===== src/rtl/instr_fetch.sv =====
//==============================================================================
// Module      : instr_fetch
// Description : Single-outstanding-request instruction fetch unit with a
//               one-entry hold register for the decoder and redirect support.
// Revision    : 1.0 - initial release
//==============================================================================
`default_nettype none

module instr_fetch #(
    parameter int unsigned ADDR_W   = 16,
    parameter int unsigned INSTR_W  = 16,
    parameter int unsigned RESET_PC = 0
) (
    input  logic               CLK,
    input  logic               reset,
    input  logic               enable,
    output logic               mem_req,
    output logic [ADDR_W-1:0]  mem_addr,
    input  logic               mem_ready,
    input  logic [INSTR_W-1:0] mem_rdata,
    output logic               instr_valid,
    output logic [INSTR_W-1:0] instr,
    output logic [2:0]         opcode,
    output logic [3:0]         func,
    output logic [ADDR_W-1:0]  pc_out,
    input  logic               instr_ack,
    input  logic               redirect,
    input  logic [ADDR_W-1:0]  redirect_pc
);

    localparam logic [ADDR_W-1:0] c_RESET_PC = ADDR_W'(RESET_PC);
    localparam logic [ADDR_W-1:0] c_PC_ONE   = ADDR_W'(1);

    typedef enum logic [1:0] {
        S_IDLE  = 2'd0,
        S_FETCH = 2'd1,
        S_HOLD  = 2'd2
    } state_t;

    state_t             r_state;
    state_t             w_state_next;
    logic               w_capture;
    logic [ADDR_W-1:0]  r_pc;
    logic [INSTR_W-1:0] r_instr;
    logic [ADDR_W-1:0]  r_pc_out;

    // A redirect squashes any same-cycle transfer, so capture is gated by it.
    always_comb begin
        w_state_next = r_state;
        w_capture    = 1'b0;
        if (redirect) begin
            w_state_next = enable ? S_FETCH : S_IDLE;
        end else begin
            case (r_state)
                S_IDLE: begin
                    if (enable) w_state_next = S_FETCH;
                end
                S_FETCH: begin
                    if (mem_ready) begin
                        w_capture    = 1'b1;
                        w_state_next = S_HOLD;
                    end
                end
                S_HOLD: begin
                    if (instr_ack) w_state_next = enable ? S_FETCH : S_IDLE;
                end
                default: w_state_next = S_IDLE;
            endcase
        end
    end

    always_ff @(posedge CLK) begin
        if (reset) begin
            r_state  <= S_IDLE;
            r_pc     <= c_RESET_PC;
            r_instr  <= '0;
            r_pc_out <= '0;
        end else begin
            r_state <= w_state_next;
            if (w_capture) begin
                r_instr  <= mem_rdata;
                r_pc_out <= r_pc;
            end
            if (redirect) begin
                r_pc <= redirect_pc;
            end else if (w_capture) begin
                r_pc <= r_pc + c_PC_ONE;
            end
        end
    end

    assign mem_req     = (r_state == S_FETCH);
    assign mem_addr    = r_pc;
    assign instr_valid = (r_state == S_HOLD);
    assign instr       = r_instr;
    assign pc_out      = r_pc_out;
    assign opcode      = r_instr[15:13];
    assign func        = r_instr[3:0];

endmodule

`default_nettype wire


===== config.mk =====
export PLATFORM = sky130hd
export DESIGN_NAME = instr_fetch
export DESIGN_NICKNAME = d
export VERILOG_FILES = /design/src/rtl/instr_fetch.sv
export SDC_FILE = /design/constraint.sdc
export NUM_CORES = 1
export LEC_CHECK = 0
export ABC_AREA = 1
export BUFFER_PORTS_ARGS = -buffer_cell sky130_fd_sc_hd__buf_2
export CAP_MARGIN = 20
export CORE_ASPECT_RATIO = 1.4
export CORE_UTILIZATION = 52
export CTS_BUF_LIST = sky130_fd_sc_hd__clkbuf_4 sky130_fd_sc_hd__clkbuf_8 sky130_fd_sc_hd__clkbuf_16
export CTS_CLUSTER_DIAMETER = 40
export CTS_CLUSTER_SIZE = 16
export DETAILED_ROUTE_END_ITERATION = 10
export GPL_TIMING_DRIVEN = 0
export MAX_ROUTING_LAYER = met4
export PLACE_DENSITY = 0.85
export SETUP_SLACK_MARGIN = 0.02
export SYNTH_ARGS = -nofsm -noshare
export SYNTH_HDL_FRONTEND = slang
export SYNTH_SLANG_ARGS = --single-unit

===== constraint.sdc =====
create_clock -name CLK -period 4.35 [get_ports CLK]
set_clock_uncertainty 0.05 [all_clocks]
set_input_delay 1.0875 -clock CLK [delete_from_list [all_inputs] [get_ports CLK]]
set_output_delay 1.0875 -clock CLK [all_outputs]
set_load 0.03 [all_outputs]

# == Yosys cells after proc, flatten, opt, wreduce, memory -nomap -nowiden ==
# Index checks and enable logic that the tools add are counted.
# totals
ff_bits,50
latch_bits,0
mem_bits_rw,0
romBits,0
inputBits,38
output_inout_bits,57
word_cells,24
mem_count,0
# op_classes
addsub,1
n_mul,0
div_mod_pow,0
magnitude_cmp,0
n_eq_ne,5
n_shift,0
n_mux,11
bitwise_logic,0
n_reduce_logical,3
# ops
operator,n
16-bit two-way mux,2
16-bit by 1-bit adder with 16-bit output (second input constant),1
2-bit two-way mux,4
3-bit by 1-bit != test with 1-bit output (second input constant),2
2-bit one-hot mux with 3 select lines,1
1-bit two-way mux,4
3-bit != test (second input constant),1
3-bit AND reduction,1
2-bit by 1-bit equality test with 1-bit output (second input constant),1
2-bit equality test (second input constant),1
2-bit zero test,1
2-bit nonzero test,1

# == Longest topological paths before layout ==
# Gate-level depths: netlist (run 1).
# logic_depth
ltp_word,5
depth_mapped,10

# == Worst setup path after synthesis (run 1) ==
# No wires, ideal clock.
# synth_timing
path_type,input to register
from,input redirect
to,register r_pc[14] (netlist: mem_addr[14])
setup_time_ps,110
t_arrival_ps,1935
required_ps,4190
setup_slack_ps,2255
cell_stages,9
path_buffers,3
path_cell_list,buf_2 > inv_2 > buf_4 > nand2_1 > buf_2 > o21ai_0 > nand3b_1 > nand2_1 > inv_1
# synth_between
elab_chain_len,2
word_cells_on_any_way,3
cone_classes,2 x mux; 1 x reduce/logical
# synth_lines
element,line,text
"start, declared",27,"input logic redirect,"
1-bit two-way mux,51,if (redirect) begin
2-bit nonzero test (no line),--,
"end signal, assigned",75,r_pc <= c_RESET_PC;
"end signal, assigned",85,r_pc <= redirect_pc;
"end signal, assigned",87,r_pc <= r_pc + c_PC_ONE;
"end, declared",43,logic [ADDR_W-1:0] r_pc;
# Parallel ways exist; a longest one is shown, timed or not.
# A chain may end at the register's enable or synchronous reset.

# == Worst setup path in the final report (run 1) ==
# layout_timing
from,register r_state[1]
to,output instr_valid
# layout_between
elab_chain_len,1
# layout_lines
element,line,text
"start, declared",40,state_t r_state;
"start signal, assigned",79,r_state <= w_state_next;
2-bit equality test,94,assign instr_valid = (r_state == S_HOLD);
"end, declared",21,"output logic instr_valid,"
# No other way between the ends.

==> flow_metrics.tcl, run 1 <==
set metrics [dict create \
    fp.dieH_um 81.3 \
    rows 28 \
    crit_required_ns 3.21 \
    p_leak_nw 1.46 \
    cts_tree "built" \
    layout.nets 468 \
    synth-seq-cells 50 \
    grt_pass1_vias 2187 \
    post-cts-setup-buffers 0 \
    grt_max_degree 16 \
    yosysSeqAreaShare_pct 42.8 \
    gp_congestion 0.910 \
    design_area_mm2 0.00297 \
    wl_met1_mm 2.45 \
    switchingPower_w 0.000304 \
    maxSlewHeadroom_pct 64.5 \
    track_usage_pct 26.9 \
    yosys.area.top_type "dfxtp_1" \
    dpl-instance-area_mm2 0.00287 \
    ios 95 \
    ys_top_cells_by_area "dfxtp_1, nor2_1, o21ai_0" \
    top_layer "met4" \
    power.internal_w 0.000676 \
    worstSetupPathType "reg2out" \
    yosysUniqueCellTypes 26 \
    whs_path_depth 2 \
    rsz0062_at_grt "false" \
    swShare_pct 31.0 \
    pwr-share-seq_pct 51.2 \
    grt_overflow 0 \
    cts_hold_buffers 0 \
    arrival_ns 1.10 \
    dpl.hpwl_mm 4.56 \
    final-setup-viol-count 0 \
    totalWireLength_mm 6.18 \
    grt_pass1_wl_mm 9.56 \
    syn2layout_area_growth_pct 27.0 \
    drc 0 \
    powerDensity_mw_per_mm2 330 \
    outcome "finished, final reports clean" \
    cts_sinks 50 \
    combPwrFrac_pct 20.0 \
    synth_area_mm2 0.00234 \
    clockBufferDepth 2 \
    die_area_mm2 0.00477 \
    coreArea_mm2 0.00427 \
    met3_length_um 470 \
    clock_latency_ns 0.31 \
    portBuffers 92 \
    htreeDepth 2 \
    ant_nets 0 \
    finalSetupTns_ns 0 \
    r2r_cells 8 \
    tightest_slew_ns 0.532 \
    drtIter0Drc 187 \
    die_x_um 58.7 \
    min_path_type "reg2reg" \
    peakVddDrop_mv 0.182 \
    antenna_found_initial 0 \
    vias_per_cell 5.27 \
    num_antenna_cells 0 \
    num_vias 2582 \
    slew_viol_final 0 \
    cp-end-kind "output port" \
    synth_top_area_share_pct 42.8 \
    wl_met2_mm 3.13 \
    start_util_pct 54.7 \
    cp_max_fo 3 \
    cts.repair.resized 0 \
    fmax_mhz 448 \
    clockRootBuffer "clkbuf_8" \
    fin_crit_sh_pct 51.4 \
    drive_gt1_share_pct 30.0 \
    layout_setup_ws_ns 2.12 \
    cap_violations 0 \
    p_clk_share_pct 28.8 \
    path_clk_slew_ns 0.09 \
    syn-instance-count 330 \
    cts_buffers 5 \
    period_minus_slack_ns 2.23 \
    drt-wirelength-per-cell_um 12.6 \
    worstSetupStartpointType "register" \
    pre_cts_slack_ns 2.00 \
    syn-num-nets 369 \
    yosys_warnings 0 \
    drt_first_pass_iters 7 \
    avgSynthCellArea_um2 7.08 \
    report.final.hold_viol_count 0 \
]
-- cell type report --
class / instances / area [um2]
Buffer: 24 / 160
Clock buffer: 6 / 82.6
Clock inverter: 2 / 12.5
Fill cell: 405 / 1310
Inverter: 33 / 129
Multi-Input combinational cell: 223 / 1050
Sequential cell: 50 / 1000
Tap cell: 60 / 75.1
Timing Repair Buffer: 92 / 460
-- cell usage in the layout (no fill, tap or decap) --
master	count
buf_2	94
nor2_1	60
nand2_1	51
dfxtp_1	50
o21ai_0	40
inv_1	30
a21oi_1	24
nand3_1	20
buf_4	10
clkbuf_1	8
clkbuf_8	6
buf_6	4
nor3_1	4
nor2_2	4
a31oi_1	4
nand4_1	3
inv_2	2
nand3_2	2
a211oi_2	2
nand3b_1	2
a22oi_1	2
nor2_4	1
clkinv_4	1
o21bai_1	1
xor2_1	1
or2_2	1
ha_1	1
clkinvlp_4	1
clkinv_2	1
-- metrics by stage --
stage	hold slack, ns	cells	total power (W)	util (%)
finish	0.434	490	0.000981	69.4
global route	0.469	490	0.00102	69.4
CTS	0.440	490	0.000982	69.4
detailed placement	0.419	482	0.000708	67.2
global placement	0.408	482	0.000703	67.2
floorplan	0.532	330	0.000644	-
-- worst max-delay path: stages, from the launching register on --
cell and delay, ns:
dfxtp_1 0.38, inv_1 0.08, nor2_1 0.12, buf_2 0.21
-- per-layer routing --
metal	track usage [%]	vias up
met3	3.18	14
met4	11.9	0
met2	47.1	123
met1	30.4	1186
li1	-	1259
met5	-	-
-- Yosys cell counts --
master	n
nor2_1	60
nand2_1	51
dfxtp_1	50
o21ai_0	40
inv_1	30
a21oi_1	24
nand3_1	20
buf_4	10
clkbuf_1	8
a31oi_1	4
buf_6	4
nor2_2	4
nor3_1	4
nand4_1	3
a211oi_2	2
a22oi_1	2
buf_2	2
inv_2	2
nand3_2	2
nand3b_1	2
clkinv_4	1
ha_1	1
nor2_4	1
o21bai_1	1
or2_2	1
xor2_1	1
-- registers in the layout, summed over array words and instances, names as in the netlist --
register	count
mem_addr	16
r_state	2
instr	16
pc_out	16
-- final timing paths --
path,startpoint,to,slack (ns)
worst max register to register,mem_addr[1],mem_addr[14],2.58
worst max-delay path,r_state[1],instr_valid,2.12
worst min-delay path,instr[5],instr[5],0.43
worst min register to register,instr[5],instr[5],0.43
-- cell families (layout without fill, tap and decap cells) --
logic type | Yosys count | count (layout) | share of synthesized area, %
flip-flops | 50 | 50 | 42.8
AND/OR/NAND/NOR | 148 | 148 | 27.1
XOR/XNOR | 1 | 1 | 0.375
AO/OA/AOI/OAI | 73 | 73 | 16.8
buffers and inverters | 57 | 157 | 12.4
adder cells (fa/ha/maj) | 1 | 1 | 0.535
-- power groups by stage --
stage                     sequential [W]  combinational [W]  clock [W]
after global routing            0.000506           0.000214   0.000301
after floorplan                 0.000556          0.0000874          0
final                           0.000502           0.000196   0.000283
after global placement          0.000511           0.000192          0
after detailed placement        0.000513           0.000195          0
after CTS                       0.000502           0.000196   0.000284
No activity file was read; power rests on OpenSTA's default activity.
==> run 2, diff against run 1 <==
Settings changed: CORE_UTILIZATION 52 to 43, PLACE_DENSITY 0.85 to 0.75.
Clock period 4.35 ns to 2 ns, I/O delays scaled along.
==> run 2 against run 1 <==
- worst setup slack lost 1.9 ns
- largest power group unchanged
- global-route usage is 3.7 points lower
- count of clock-buffer cells in the layout decreased by 1
==> flow_metrics.tcl, run 2 (synthesis gave the netlist of run 1 again) <==
set metrics [dict create \
    track_usage_pct 23.2 \
    grt_overflow 0 \
    clockRootBuffer "clkbuf_8" \
    final_common_cell "buf_2" \
    grt_pass1_vias 2092 \
    drt-wirelength-per-cell_um 12.7 \
    arrival_ns 1.94 \
    worstReg2RegStart "mem_addr[1]" \
    hp-start "mem_rdata[11]" \
    period_minus_slack_ns 1.78 \
    maxSlewHeadroom_pct 65.1 \
    die_area_mm2 0.00574 \
    crit_chain "ha_1 -> nand2_1 -> nor2_2 -> nand3_1 -> o21ai_0 -> nand3b_1 -> nand2_1 -> inv_1" \
    crit_family "simple AND/OR/NAND/NOR gates" \
    ios 95 \
    p_leak_nw 1.45 \
    htreeDepth 2 \
    power.internal_w 0.00143 \
    grt_max_degree 15 \
    coreArea_mm2 0.00520 \
    cp_max_fo 8 \
    drc 0 \
    ant_nets 0 \
    path_clk_slew_ns 0.09 \
    crit_required_ns 2.16 \
    drt_first_pass_iters 4 \
    cts_hold_buffers 0 \
    design_area_mm2 0.00296 \
    cp_common_cell "nand2_1" \
    cts_tree "built" \
    tightest_slew_ns 0.523 \
    antenna_found_initial 0 \
    slew_viol_final 0 \
    report.final.hold_viol_count 0 \
    post-cts-setup-buffers 0 \
    cts.repair.resized 0 \
    powerDensity_mw_per_mm2 704 \
    pwr-share-seq_pct 52.4 \
    p_clk_share_pct 27.1 \
    dpl-instance-area_mm2 0.00288 \
    grt_pass1_wl_mm 9.83 \
    cts_sinks 50 \
    peakVddDrop_mv 0.303 \
    switchingPower_w 0.000655 \
    final.fill_count 539 \
    combPwrFrac_pct 20.5 \
    dpl.hpwl_mm 4.69 \
    fin_crit_sh_pct 89.1 \
    drive_gt1_share_pct 29.8 \
    vias_per_cell 4.99 \
    finalSetupTns_ns 0 \
    max_stage_delay_ns 0.41 \
    die_x_um 64.3 \
    mostFrequentLayoutCells "buf_2, nor2_1, nand2_1, dfxtp_1, o21ai_0" \
    clock_latency_ns 0.30 \
    start_util_pct 45.0 \
    outcome "finished, final reports clean" \
    clockBufferDepth 2 \
    fp.dieH_um 89.2 \
    cp-end-kind "register" \
    min_path_type "in2reg" \
    num_antenna_cells 0 \
    totalWireLength_mm 6.30 \
    swShare_pct 31.5 \
    startpoint "mem_addr[1]" \
    worstSetupPathType "reg2reg" \
    num_vias 2468 \
    worstSetupStartpointType "register" \
    cts_buffers 5 \
    syn2layout_area_growth_pct 26.6 \
    rsz0062_at_grt "false" \
    portBuffers 92 \
    gp_congestion 0.858 \
    path_buf_inv 1 \
    drtIter0Drc 114 \
    cap_violations 0 \
    fmax_mhz 561 \
    rows 31 \
    layout.nets 468 \
    final-setup-viol-count 0 \
    cpMaxStageDelayCell "dfxtp_1" \
]
run 2: cell count changes in the layout (fill, tap and decap cells not counted):
cell and delta:
clkbuf_8 -1, clkinv_2 +1, clkinvlp_4 -1
run 2: path summary, 6_finish.rpt:
path	end	slack [ns]	cells after the start
hold reg to reg	instr[12]	0.43	2
setup / recovery	mem_addr[14]	0.22	8
setup reg to reg	mem_addr[14]	0.22	8
hold / removal	instr[11]	0.39	3
run 2: cell type report:
| type | count | area (um2) | area share, % |
|---|---|---|---|
| Sequential cell | 50 | 1000 | 33.8 |
| Inverter | 33 | 129 | 4.36 |
| Multi-Input combinational cell | 223 | 1050 | 35.4 |
| Tap cell | 66 | 82.6 | 2.79 |
| Timing Repair Buffer | 92 | 460 | 15.6 |
| Buffer | 24 | 160 | 5.41 |
| Clock buffer | 5 | 68.8 | 2.33 |
| Clock inverter | 2 | 10.0 | 0.338 |
run 2: worst min-delay path: stages:
cell	delay, ns
buf_2	0.07
o21ai_0	0.07
nor2_1	0.07
run 2: per-layer routing:
layer / wire [um] / GRT usage [%] / vias up
met5: 0 / - / -
met4: 107 / 8.89 / 0
met3: 358 / 4.85 / 9
met2: 3140 / 39.3 / 80
met1: 2690 / 26.8 / 1126
li1: - / - / 1253
run 2: stage by stage:
step	setup slack, ns	total power [W]	cells	hold slack, ns	utilization (%)
6_report	0.218	0.00208	495	0.387	56.9
3_5_place_dp	0.248	0.00154	488	0.417	55.4
5_1_grt	0.0778	0.00218	495	0.383	56.9
4_1_cts	0.249	0.00209	495	0.387	56.9
3_3_place_gp	0.272	0.00153	488	0.409	55.4
2_1_floorplan	0.319	0.00140	330	0.532	-
run 2: power by group through the flow:
stage	sequential, W	clock (W)	combinational, W
4_1_cts	0.00109	0.000575	0.000427
2_1_floorplan	0.00121	0	0.000190
3_5_place_dp	0.00112	0	0.000426
3_3_place_gp	0.00111	0	0.000419
5_1_grt	0.00110	0.000616	0.000467
6_report	0.00109	0.000565	0.000427
==> run 3, diff against run 2 <==
Settings changed: RECOVER_POWER set to 100.
==> run 3 against run 2 <==
- critical endpoint unchanged
- largest power group unchanged
- largest cell class unchanged
- clock power about the same
- critical path type unchanged
- worst setup slack worse by 0.0087 ns
- wire length is 0.87% higher
- non-clock buffer count did not move
==> flow_metrics.tcl, run 3 (synthesis gave the netlist of run 1 again) <==
set metrics [dict create \
    outcome "finished, final reports clean" \
    final_common_cell "clkbuf_1" \
    r2r_cells 8 \
    coreArea_mm2 0.00520 \
    cp.depth 8 \
    stdcell_count 495 \
    clock_latency_ns 0.30 \
    portBuffers 92 \
    antenna_found_initial 0 \
    rows 31 \
    p_leak_nw 1.20 \
    hp-start "mem_rdata[11]" \
    mostFrequentLayoutCells "clkbuf_1, nor2_1, nand2_1, dfxtp_1, o21ai_0" \
    place_inst 488 \
    fmax_mhz 558 \
    die_area_mm2 0.00574 \
    grt_overflow 0 \
    drc 0 \
    final.fill_count 574 \
    cts_tree "built" \
    cp_common_cell "nand2_1" \
    path_clk_slew_ns 0.09 \
    clockRootBuffer "clkbuf_8" \
    die_x_um 64.3 \
    arrival_ns 1.95 \
    whs_path_depth 3 \
    drt-wirelength-per-cell_um 12.8 \
    final-seq-area_mm2 0.00100 \
    drive_gt1_share_pct 15.9 \
    final-setup-viol-count 0 \
    worstReg2RegStart "mem_addr[1]" \
    peakVddDrop_mv 0.303 \
    period_minus_slack_ns 1.79 \
    fp.dieH_um 89.2 \
    worstSetupPathType "reg2reg" \
    startpoint "mem_addr[1]" \
    powerDensity_mw_per_mm2 721 \
    layout.nets 468 \
    clockBufferDepth 2 \
    maxSlewHeadroom_pct 65.6 \
    grt_pass1_vias 2092 \
    track_usage_pct 23.2 \
    cts_sinks 50 \
    vias_per_cell 4.95 \
    ant_nets 0 \
    max_stage_delay_ns 0.41 \
    cpMaxStageDelayCell "dfxtp_1" \
    fin_util_pct 55.1 \
    crit_required_ns 2.16 \
    min_path_type "in2reg" \
    cp_max_fo 8 \
    totalWireLength_mm 6.35 \
    gp_congestion 0.858 \
    cts_hold_buffers 0 \
    crit_chain "ha_1 -> nand2_1 -> nor2_2 -> nand3_1 -> o21ai_0 -> nand3b_1 -> nand2_1 -> inv_1" \
    report.final.hold_viol_count 0 \
    cp-end-kind "register" \
    grt_pass1_wl_mm 9.83 \
    num_antenna_cells 0 \
    syn2layout_area_growth_pct 22.5 \
    path_buf_inv 1 \
    finalSetupTns_ns 0 \
    slew_viol_final 0 \
    dpl.hpwl_mm 4.69 \
    htreeDepth 2 \
    grt_max_degree 15 \
    crit_family "simple AND/OR/NAND/NOR gates" \
    post-cts-setup-buffers 0 \
    cap_violations 0 \
    finalPower_w 0.00206 \
    cts_buffers 5 \
    num_vias 2449 \
    cts.repair.resized 0 \
    start_util_pct 45.0 \
    fin_crit_sh_pct 89.6 \
    drt_first_pass_iters 4 \
    drtIter0Drc 151 \
    worstSetupStartpointType "register" \
    tightest_slew_ns 0.516 \
    ios 95 \
    multi_input_area_mm2 0.00104 \
    rsz0062_at_grt "false" \
]
-- run 3: path summary, 6_finish.rpt --
kind | to | slack, ns
hold reg to reg | instr[12] | 0.44
setup reg to reg | mem_addr[14] | 0.21
setup / recovery | mem_addr[14] | 0.21
hold / removal | instr[11] | 0.39
-- run 3: layout make-up --
type                            count  area share, %
Inverter                           33           4.37
Clock inverter                      2          0.350
Buffer                             24           5.03
Tap cell                           66           2.88
Multi-Input combinational cell    223           36.4
Clock buffer                        5           2.40
Timing Repair Buffer               92           13.6
Sequential cell                    50           35.0
-- run 3: report_power, final --
part | switching (W) | internal [W] | total (W)
combinational | 0.000282 | 0.000123 | 0.000405
clock | 0.000329 | 0.000236 | 0.000564
sequential | 0.0000445 | 0.00105 | 0.00109
-- run 3: through the flow --
step                      cell area (um2)  setup WS (ns)  hold WS [ns]
final                                2860          0.209         0.387
after global routing                 2860         0.0656         0.383
after CTS                            2960          0.249         0.387
after detailed placement             2880          0.248         0.417
after global placement               2880          0.272         0.409
after floorplan                      2340          0.319         0.532
-- run 3: routing by layer --
layer / routed length (um) / part of all wire, % / global-route usage [%]
met4: 114 / 1.8 / 8.89
met5: 0 / 0 / -
met2: 3180 / 50 / 39.3
met3: 345 / 5.4 / 4.85
met1: 2710 / 43 / 26.8
-- run 3: worst min-delay path: cells and delay by family --
| family | cells | cell delay (ns) |
|---|---|---|
| buf+inv | 1 | 0.07 |
| compound gates | 1 | 0.07 |
| simple gates | 1 | 0.07 |
